### config.mk
export PLATFORM = sky130hd
export DESIGN_NAME = wbm_single_flat
export DESIGN_NICKNAME = d
export VERILOG_FILES = /design/src/rtl/wbm_single_pkg.sv /design/src/rtl/wbm_single_if.sv /design/src/rtl/wbm_timeout.sv /design/src/rtl/wbm_single.sv /design/src/flat_wrapper.sv
export SDC_FILE = /design/constraint.sdc
export NUM_CORES = 1
export LEC_CHECK = 0
export CORE_UTILIZATION = 27
export CTS_CLUSTER_SIZE = 30
export DETAILED_ROUTE_END_ITERATION = 7
export PLACE_DENSITY_LB_ADDON = 0.2
export SLEW_MARGIN = 20
export SYNTH_ARGS = -nofsm -noshare
export SYNTH_HDL_FRONTEND = slang
export SYNTH_HIERARCHICAL = 1
export SYNTH_SLANG_ARGS = --single-unit
### constraint.sdc
create_clock -name i_clk -period 4.3 [get_ports i_clk]
set_input_delay 0.645 -clock i_clk [delete_from_list [all_inputs] [get_ports i_clk]]
set_output_delay 0.645 -clock i_clk [all_outputs]
set_load 0.005 [all_outputs]
### src/rtl/wbm_single_pkg.sv
// Shared constants and state type for the single-transaction Wishbone initiator.
package wbm_single_pkg;

    localparam int WB_DW = 32;
    localparam int WB_SW = 4;

    typedef enum logic [1:0] {
        IDLE = 2'b00,
        REQ  = 2'b01,
        WAIT = 2'b10
    } state_t;

endpackage

### src/rtl/wbm_single_if.sv
// Command/response and Wishbone master signals of wbm_single; master = the initiator,
// slave = the requester plus the bus interconnect it talks to.
interface wbm_single_if
    import wbm_single_pkg::*;
#(
    parameter int AW = 30
);
    logic             i_cmd_stb;
    logic             i_cmd_we;
    logic [AW-1:0]    i_cmd_addr;
    logic [WB_DW-1:0] i_cmd_data;
    logic [WB_SW-1:0] i_cmd_sel;
    logic             i_abort;
    logic             o_cmd_busy;
    logic             o_rsp_stb;
    logic             o_rsp_err;
    logic [WB_DW-1:0] o_rsp_data;

    logic             o_wb_cyc;
    logic             o_wb_stb;
    logic             o_wb_we;
    logic [AW-1:0]    o_wb_addr;
    logic [WB_DW-1:0] o_wb_data;
    logic [WB_SW-1:0] o_wb_sel;
    logic             i_wb_stall;
    logic             i_wb_ack;
    logic             i_wb_err;
    logic [WB_DW-1:0] i_wb_data;

    modport master (
        input  i_cmd_stb, i_cmd_we, i_cmd_addr, i_cmd_data, i_cmd_sel, i_abort,
        output o_cmd_busy, o_rsp_stb, o_rsp_err, o_rsp_data,
        output o_wb_cyc, o_wb_stb, o_wb_we, o_wb_addr, o_wb_data, o_wb_sel,
        input  i_wb_stall, i_wb_ack, i_wb_err, i_wb_data
    );

    modport slave (
        output i_cmd_stb, i_cmd_we, i_cmd_addr, i_cmd_data, i_cmd_sel, i_abort,
        input  o_cmd_busy, o_rsp_stb, o_rsp_err, o_rsp_data,
        input  o_wb_cyc, o_wb_stb, o_wb_we, o_wb_addr, o_wb_data, o_wb_sel,
        output i_wb_stall, i_wb_ack, i_wb_err, i_wb_data
    );

endinterface

### src/rtl/wbm_timeout.sv
// Saturating bus-cycle timer; o_expired flags the cycle whose increment reaches all-ones,
// so an enabled run of 2^LG-1 cycles ends on the last of them.
module wbm_timeout #(
    parameter int LG = 10
) (
    input  logic i_clk,
    input  logic i_reset,
    input  logic i_clear,
    input  logic i_enable,
    output logic o_expired
);

    localparam logic [LG-1:0] LAST = LG'((64'd1 << LG) - 64'd2);

    logic [LG-1:0] count;

    always_ff @(posedge i_clk or posedge i_reset) begin
        if (i_reset) begin
            count <= '0;
        end else if (i_clear) begin
            count <= '0;
        end else if (i_enable && (count != '1)) begin
            count <= count + LG'(1);
        end
    end

    assign o_expired = i_enable && (count >= LAST);

endmodule

### src/rtl/wbm_single.sv
// Single-transaction pipelined Wishbone initiator: one command in, one bus transfer,
// one response (data, bus error or timeout) out.
module wbm_single
    import wbm_single_pkg::*;
#(
    parameter int AW         = 30,
    parameter int TIMEOUT_LG = 10
) (
    input  logic         i_clk,
    input  logic         i_reset,
    wbm_single_if.master bus
);

    state_t           state;
    logic             wb_cyc;
    logic             wb_stb;
    logic             wb_we;
    logic [AW-1:0]    wb_addr;
    logic [WB_DW-1:0] wb_data;
    logic [WB_SW-1:0] wb_sel;
    logic             cmd_busy;
    logic             rsp_stb;
    logic             rsp_err;
    logic [WB_DW-1:0] rsp_data;
    logic             expired;
    logic             bus_done;

    wbm_timeout #(
        .LG(TIMEOUT_LG)
    ) u_timeout (
        .i_clk    (i_clk),
        .i_reset  (i_reset),
        .i_clear  (state == IDLE),
        .i_enable (wb_cyc),
        .o_expired(expired)
    );

    // ack/err only count once the strobe has been taken, or while waiting for it
    assign bus_done = (bus.i_wb_ack || bus.i_wb_err)
                   && (((state == REQ) && !bus.i_wb_stall) || (state == WAIT));

    always_ff @(posedge i_clk or posedge i_reset) begin
        if (i_reset) begin
            state    <= IDLE;
            wb_cyc   <= 1'b0;
            wb_stb   <= 1'b0;
            wb_we    <= 1'b0;
            wb_addr  <= '0;
            wb_data  <= '0;
            wb_sel   <= '0;
            cmd_busy <= 1'b0;
            rsp_stb  <= 1'b0;
            rsp_err  <= 1'b0;
            rsp_data <= '0;
        end else begin
            rsp_stb <= 1'b0;
            case (state)
                IDLE: begin
                    if (bus.i_cmd_stb) begin
                        state    <= REQ;
                        wb_cyc   <= 1'b1;
                        wb_stb   <= 1'b1;
                        cmd_busy <= 1'b1;
                        wb_we    <= bus.i_cmd_we;
                        wb_addr  <= bus.i_cmd_addr;
                        wb_data  <= bus.i_cmd_data;
                        wb_sel   <= bus.i_cmd_sel;
                    end
                end
                REQ, WAIT: begin
                    // Any ending returns to IDLE; completion beats abort, abort beats timeout.
                    if (bus_done || bus.i_abort || expired) begin
                        state    <= IDLE;
                        wb_cyc   <= 1'b0;
                        wb_stb   <= 1'b0;
                        cmd_busy <= 1'b0;
                    end
                    if (bus_done) begin
                        rsp_stb  <= 1'b1;
                        rsp_err  <= bus.i_wb_err;
                        rsp_data <= (bus.i_wb_err || wb_we) ? '0 : bus.i_wb_data;
                    end else if (!bus.i_abort && expired) begin
                        rsp_stb  <= 1'b1;
                        rsp_err  <= 1'b1;
                        rsp_data <= '0;
                    end else if (!bus.i_abort && (state == REQ) && !bus.i_wb_stall) begin
                        wb_stb <= 1'b0;
                        state  <= WAIT;
                    end
                end
                default: begin
                    state    <= IDLE;
                    wb_cyc   <= 1'b0;
                    wb_stb   <= 1'b0;
                    cmd_busy <= 1'b0;
                end
            endcase
        end
    end

    assign bus.o_wb_cyc   = wb_cyc;
    assign bus.o_wb_stb   = wb_stb;
    assign bus.o_wb_we    = wb_we;
    assign bus.o_wb_addr  = wb_addr;
    assign bus.o_wb_data  = wb_data;
    assign bus.o_wb_sel   = wb_sel;
    assign bus.o_cmd_busy = cmd_busy;
    assign bus.o_rsp_stb  = rsp_stb;
    assign bus.o_rsp_err  = rsp_err;
    assign bus.o_rsp_data = rsp_data;

endmodule

### src/flat_wrapper.sv
// flat-port wrapper written by rule: the top's interface ports become plain ports
module wbm_single_flat import wbm_single_pkg::*;
#(
    parameter int AW         = 30,
    parameter int TIMEOUT_LG = 10
)
  (i_clk, i_reset, bus_i_cmd_stb, bus_i_cmd_we, bus_i_cmd_addr, bus_i_cmd_data, bus_i_cmd_sel, bus_i_abort, bus_o_cmd_busy, bus_o_rsp_stb, bus_o_rsp_err, bus_o_rsp_data, bus_o_wb_cyc, bus_o_wb_stb, bus_o_wb_we, bus_o_wb_addr, bus_o_wb_data, bus_o_wb_sel, bus_i_wb_stall, bus_i_wb_ack, bus_i_wb_err, bus_i_wb_data);
  wbm_single_if #(.AW(AW)) bus_i ();
  input  logic i_clk;
  input  logic i_reset;
  input wire logic [$bits(bus_i.i_cmd_stb)-1:0] bus_i_cmd_stb;
  input wire logic [$bits(bus_i.i_cmd_we)-1:0] bus_i_cmd_we;
  input wire logic [$bits(bus_i.i_cmd_addr)-1:0] bus_i_cmd_addr;
  input wire logic [$bits(bus_i.i_cmd_data)-1:0] bus_i_cmd_data;
  input wire logic [$bits(bus_i.i_cmd_sel)-1:0] bus_i_cmd_sel;
  input wire logic [$bits(bus_i.i_abort)-1:0] bus_i_abort;
  output wire logic [$bits(bus_i.o_cmd_busy)-1:0] bus_o_cmd_busy;
  output wire logic [$bits(bus_i.o_rsp_stb)-1:0] bus_o_rsp_stb;
  output wire logic [$bits(bus_i.o_rsp_err)-1:0] bus_o_rsp_err;
  output wire logic [$bits(bus_i.o_rsp_data)-1:0] bus_o_rsp_data;
  output wire logic [$bits(bus_i.o_wb_cyc)-1:0] bus_o_wb_cyc;
  output wire logic [$bits(bus_i.o_wb_stb)-1:0] bus_o_wb_stb;
  output wire logic [$bits(bus_i.o_wb_we)-1:0] bus_o_wb_we;
  output wire logic [$bits(bus_i.o_wb_addr)-1:0] bus_o_wb_addr;
  output wire logic [$bits(bus_i.o_wb_data)-1:0] bus_o_wb_data;
  output wire logic [$bits(bus_i.o_wb_sel)-1:0] bus_o_wb_sel;
  input wire logic [$bits(bus_i.i_wb_stall)-1:0] bus_i_wb_stall;
  input wire logic [$bits(bus_i.i_wb_ack)-1:0] bus_i_wb_ack;
  input wire logic [$bits(bus_i.i_wb_err)-1:0] bus_i_wb_err;
  input wire logic [$bits(bus_i.i_wb_data)-1:0] bus_i_wb_data;
  assign bus_i.i_cmd_stb = bus_i_cmd_stb;
  assign bus_i.i_cmd_we = bus_i_cmd_we;
  assign bus_i.i_cmd_addr = bus_i_cmd_addr;
  assign bus_i.i_cmd_data = bus_i_cmd_data;
  assign bus_i.i_cmd_sel = bus_i_cmd_sel;
  assign bus_i.i_abort = bus_i_abort;
  assign bus_o_cmd_busy = bus_i.o_cmd_busy;
  assign bus_o_rsp_stb = bus_i.o_rsp_stb;
  assign bus_o_rsp_err = bus_i.o_rsp_err;
  assign bus_o_rsp_data = bus_i.o_rsp_data;
  assign bus_o_wb_cyc = bus_i.o_wb_cyc;
  assign bus_o_wb_stb = bus_i.o_wb_stb;
  assign bus_o_wb_we = bus_i.o_wb_we;
  assign bus_o_wb_addr = bus_i.o_wb_addr;
  assign bus_o_wb_data = bus_i.o_wb_data;
  assign bus_o_wb_sel = bus_i.o_wb_sel;
  assign bus_i.i_wb_stall = bus_i_wb_stall;
  assign bus_i.i_wb_ack = bus_i_wb_ack;
  assign bus_i.i_wb_err = bus_i_wb_err;
  assign bus_i.i_wb_data = bus_i_wb_data;
  wbm_single #(.AW(AW), .TIMEOUT_LG(TIMEOUT_LG)) u_core (.i_clk(i_clk), .i_reset(i_reset), .bus(bus_i));
endmodule
Word-level counts from Yosys, hierarchy flattened
Cells that the tools add are included.

word-level totals
  register bits = 115
  input bits = 106
  output and inout bits = 104

operators by class
  magnitude comparators = 1
  eq/ne operators = 5
  mux-type cells = 24
  add/subtract/negate cells = 1
  reduce and logical (&&, ||, !) cells = 21

operator list
  operator               count
  $mux 32                3
  $mux 10                2
  $mux 1                 11
  $add 10x1->10 const B  1
  $ge 10x10->1 const B   1
  $mux 2                 5
  $ne 10x10->1 const B   1
  $logic_and 1x1->1      7
  $reduce_and 2->1       3
  $logic_or 1x1->1       5
  $pmux 1 s2             2
  $pmux 2 s2             1
  $reduce_bool 2->1      2
  $eq 2x1->1 const B     1
  $eq 2x2->1 const B     1
  $logic_not 1->1        2
  $logic_not 2->1        1
  $ne 2x1->1 const B     1
  $ne 2x2->1 const B     1
  $reduce_or 2->1        1

Depth between registers and ports, before layout
  depth in word-level cells = 11
  depth in mapped cells = 8
  gate-level depth less buffers = 8

Cells and area by module
The synthesis kept the hierarchy.

modules (own cells, without submodules)
  module       sequential area each (um^2)  cells an instance  times used  area each (um^2)
  wbm_single   2627.5                       327                1           4327.9
  wbm_timeout  250.2                        60                 1           576.8

Worst setup path after synthesis
Ideal clock, no wire load.

  path type = register to register
  from = register u_core.u_timeout.count[0]
  to = register u_core.rsp_data[0] (netlist: u_core/bus.o_rsp_data[0])
  buffers on the path = 1
  arrival = 1701 ps
  clock period less this slack = 1775 ps
  path slack = 2525 ps
  stages on the path, launching flop included = 9
  path through = dfrtp_1 inv_1 ha_1 o2111ai_1 nor3_1 nand3b_1 and2_4 buf_8 o21ai_2

between the ends
  word-level cells in the longest chain between the ends = 5

ends and longest elaborated chain
  element                      line               RTL
  from (decl)                  wbm_timeout.sv:15  logic [LG-1:0] count;
  from (signal assigned)       wbm_timeout.sv:23  count <= count + LG'(1);
  $ge 10x10->1                 wbm_timeout.sv:27  assign o_expired = i_enable && (count >= LAST);
  $logic_and 1x1->1            wbm_timeout.sv:27
  via u_core.expired           wbm_single.sv:25   logic expired;
  $logic_and 1x1->1            wbm_single.sv:82   end else if (!bus.i_abort && expired) begin
  $reduce_bool 2->1 (no line)  n/a
  $reduce_and 2->1 (no line)   n/a
  to (signal assigned)         wbm_single.sv:81   rsp_data <= (bus.i_wb_err || wb_we) ? '0 : bus.i_wb_data;
  to (decl)                    wbm_single.sv:24   logic [WB_DW-1:0] rsp_data;

The timed path passes the listed nets, and every way through them passes these cells.
A chain may end at the register's enable or synchronous reset.

Final worst setup path
  from = input bus_i_wb_stall
  to = register u_core.rsp_data[11] (netlist: u_core/bus.o_rsp_data[11])

between the ends
  word-level cells in the longest chain between the ends = 6

ends and longest elaborated chain
  element                      line                RTL
  from (decl)                  flat_wrapper.sv:27  input wire logic [$bits(bus_i.i_wb_stall)-1:0] bus_i_wb_stall;
  $logic_not 1->1 *            wbm_single.sv:40    && (((state == REQ) && !bus.i_wb_stall) || (state == WAIT));
  $logic_and 1x1->1 *          wbm_single.sv:40
  $logic_or 1x1->1 *           wbm_single.sv:40
  $logic_and 1x1->1 *          wbm_single.sv:40
  $reduce_bool 2->1 (no line)  n/a
  $reduce_and 2->1 (no line)   n/a

Every way passes the cells marked *; elsewhere a longest branch is shown, timed or not.

==> impl_metrics.tcl <==
set metrics [dict create \
    leakage_nw 3.18 \
    status "completed" \
    grt_overflow 0 \
    start_util_pct 28.0 \
    final_cell_mix "209 x clkdlybuf4s50_1, 115 x dfrtp_1, 39 x nand2_1, 37 x mux2_1, 34 x nand3_1" \
    path_cells "clkdlybuf4s50_1 -> nor2b_1 -> o211a_1 -> nand2_1 -> o21ai_2" \
    clock_skew_ns 0.00727 \
    cts.sinks 115 \
    cts.path.max_buffers 2 \
    grt_pass1_wl_mm 20.0 \
    dr.pass1.iters 4 \
    r2r_slack_ns 1.91 \
    layout_setup_ws_ns 1.91 \
    rsz0062_at_grt "false" \
    fin_util_pct 44.1 \
    worstPathMaxFanout 32 \
    die_area_um2 18700 \
    netlist_area_um2 4900 \
    peakVddDrop_v 0.000285 \
    fillCellCount 1622 \
    core_area_um2 17500 \
    post_drt_wl_per_cell_um 15.6 \
    vias 3765 \
    grt_usage_pct 14.2 \
    layout_commonest_cell "clkdlybuf4s50_1" \
    cp.arrival_ns 2.72 \
    async_flop_share_pct 100 \
    slowest_stage "o211a_1" \
    synthFlopType "dfrtp_1" \
    fin_crit_sh_pct 55.6 \
    startpoint_type "primary input" \
    cts_resized 0 \
    rows 48 \
    setup_viol 0 \
    viasPerCell 4.53 \
    cts_hold_buf 0 \
    synth_edf_count 0 \
    initialDrtViolationCount 64 \
    place_congestion 0.754 \
    slew_viol_final 0 \
    die_w_um 137 \
    crit_buf_inv 1 \
    htreeDepth 4 \
    slew_headroom_pct 30.1 \
    fin_nets 710 \
    setup_tns_ns 0 \
    grt_pass1_vias 3834 \
    pre_cts_ws_ns 1.47 \
    clk_pin_slew_worst_paths_ns 0.05 \
    pin_count 210 \
    die_h_um 137 \
    cts_tree "done" \
    worst-setup-path-type "in2reg" \
    cts_made_buffers 17 \
    syn_nets 499 \
    ys_seq_elements 115 \
    yosysWarnings 6 \
    ys_types 47 \
    cts_root_buffer "clkbuf_16" \
    critical-path-top-delay-family "compound AO/OA/AOI/OAI gates" \
    slowest_delay_ns 0.91 \
    tightest_slew_ns 1.05 \
    fin_crit_ns 2.39 \
    cts_setup_buffers 0 \
    portBuffers 209 \
    final_antenna_net_count 0 \
    hold_violations 0 \
    endpoint_kind "flip-flop" \
    drcViolationCount 0 \
    powerDensity_nw_per_um2 623 \
    ys_seq_area_share_pct 58.7 \
    hpwlAfterDp_mm 9.07 \
    syn2layout_area_growth_pct 57.8 \
    syn_area_per_cell_um2 12.7 \
    grt_max_degree 68 \
    cp_data_required_time_ns 4.63 \
    wirelength_mm 13.0 \
    grt_antenna_before_repair 0 \
    synthCells 387 \
    final_layout_size_suffix_gt1_share_pct 16.5 \
    max_cap_violations 0 \
    diodes 0 \
    max_freq_mhz 418 \
    power_mw 4.82 \
    hold_class "reg2reg" \
    clkLatencyLatePin_ns 0.41 \
]
final cells by class:
class	count	area (um^2)	area share [%]
tap	225	282	3.64
multi-input combinational	242	1860	24.0
sequential	115	2880	37.2
clock inverter	6	80.1	1.03
timing repair buffer	214	2130	27.5
clock buffer	22	484	6.26
inverter	8	32.5	0.420
per-layer routing:
| layer | global-route usage, % | wire (um) | vias to the layer above |
|---|---|---|---|
| met5 | 0 | 0 | - |
| met4 | 5.49 | 163 | 0 |
| met3 | 6.11 | 1420 | 14 |
| met2 | 22.1 | 5910 | 170 |
| met1 | 17.2 | 5500 | 1788 |
| li1 | - | - | 1793 |
worst paths after layout:
path                                                startpoint                                     to  cells past startpoint
max                                             bus_i_wb_stall  u_core/bus.o_rsp_data[11]$_DFFE_PP0P_                      5
min                        u_core/bus.o_wb_data[6]$_DFFE_PP0P_    u_core/bus.o_wb_data[6]$_DFFE_PP0P_                      1
max reg2reg                        u_core/state[1]$_DFFE_PP0P_  u_core/bus.o_rsp_data[11]$_DFFE_PP0P_                      6
min reg2reg                u_core/bus.o_wb_data[6]$_DFFE_PP0P_    u_core/bus.o_wb_data[6]$_DFFE_PP0P_                      1
max in group asynchronous                              i_reset    u_core/bus.o_wb_addr[6]$_DFFE_PP0P_                      3
min in group asynchronous                              i_reset  u_core/u_timeout/count[2]$_DFFE_PP0P_                      2
flip-flops by register name, summed over array words and instances, names as in the netlist:
register / count
u_core/bus.o_rsp_data: 32
u_core/bus.o_wb_data: 32
u_core/bus.o_wb_addr: 30
u_core/u_timeout/count: 10
u_core/bus.o_wb_sel: 4
u_core/state: 2
u_core/bus.o_cmd_busy: 1
u_core/bus.o_rsp_err: 1
u_core/bus.o_rsp_stb: 1
u_core/bus.o_wb_stb: 1
u_core/bus.o_wb_we: 1
Yosys cell counts, types with 2 or more instances:
| master | instances | area share, % |
|---|---|---|
| and4_1 | 2 | 0.36 |
| a21oi_1 | 7 | 0.71 |
| buf_2 | 13 | 1.3 |
| nor2_1 | 13 | 0.99 |
| xor2_1 | 2 | 0.36 |
| nand2_1 | 40 | 3.1 |
| inv_1 | 7 | 0.54 |
| nor3_1 | 3 | 0.31 |
| nand4_1 | 2 | 0.26 |
| or3_1 | 2 | 0.26 |
| mux2_2 | 30 | 6.9 |
| nand3_1 | 34 | 3.5 |
| clkbuf_1 | 4 | 0.31 |
| buf_8 | 3 | 0.92 |
| ha_1 | 6 | 1.5 |
| o31ai_1 | 2 | 0.31 |
| dfrtp_1 | 115 | 59 |
| o22ai_1 | 3 | 0.38 |
| nand3b_1 | 3 | 0.46 |
| o21ai_1 | 4 | 0.41 |
| o211ai_1 | 2 | 0.31 |
| mux2_1 | 37 | 8.5 |
| o21ai_2 | 29 | 5.2 |
cells by family after synthesis:
group,Yosys count,synth area share [%]
flops,115,58.7
simple gates,108,10.7
mux,68,15.6
compound gates,57,9.41
buf+inv,30,3.55
fa+ha+maj,6,1.53
xor+xnor,3,0.536
worst register-to-register path, stage by stage (launching register included):
cell and delay [ns]:
dfrtp_1 0.42, inv_1 0.10, ha_1 0.13, nor2b_1 0.42, o211a_1 0.91, nand2_1 0.19, o21ai_2 0.16
per-stage QoR:
stage	cells	hold WS, ns	area, um^2
after floorplan	387	0.485	4900
after global placement	804	0.474	7180
after detailed placement	804	0.481	7180
after CTS	832	0.492	7740
after global routing	832	0.503	7740
final	832	0.488	7740
power by group:
part	internal (mW)	switching (mW)	total, mW
Sequential	1.49	0.219	1.71
Combinational	1.11	0.661	1.77
Clock	0.895	0.454	1.35
Total	3.49	1.33	4.82
Note: power is estimated with default switching activity, not from simulation.
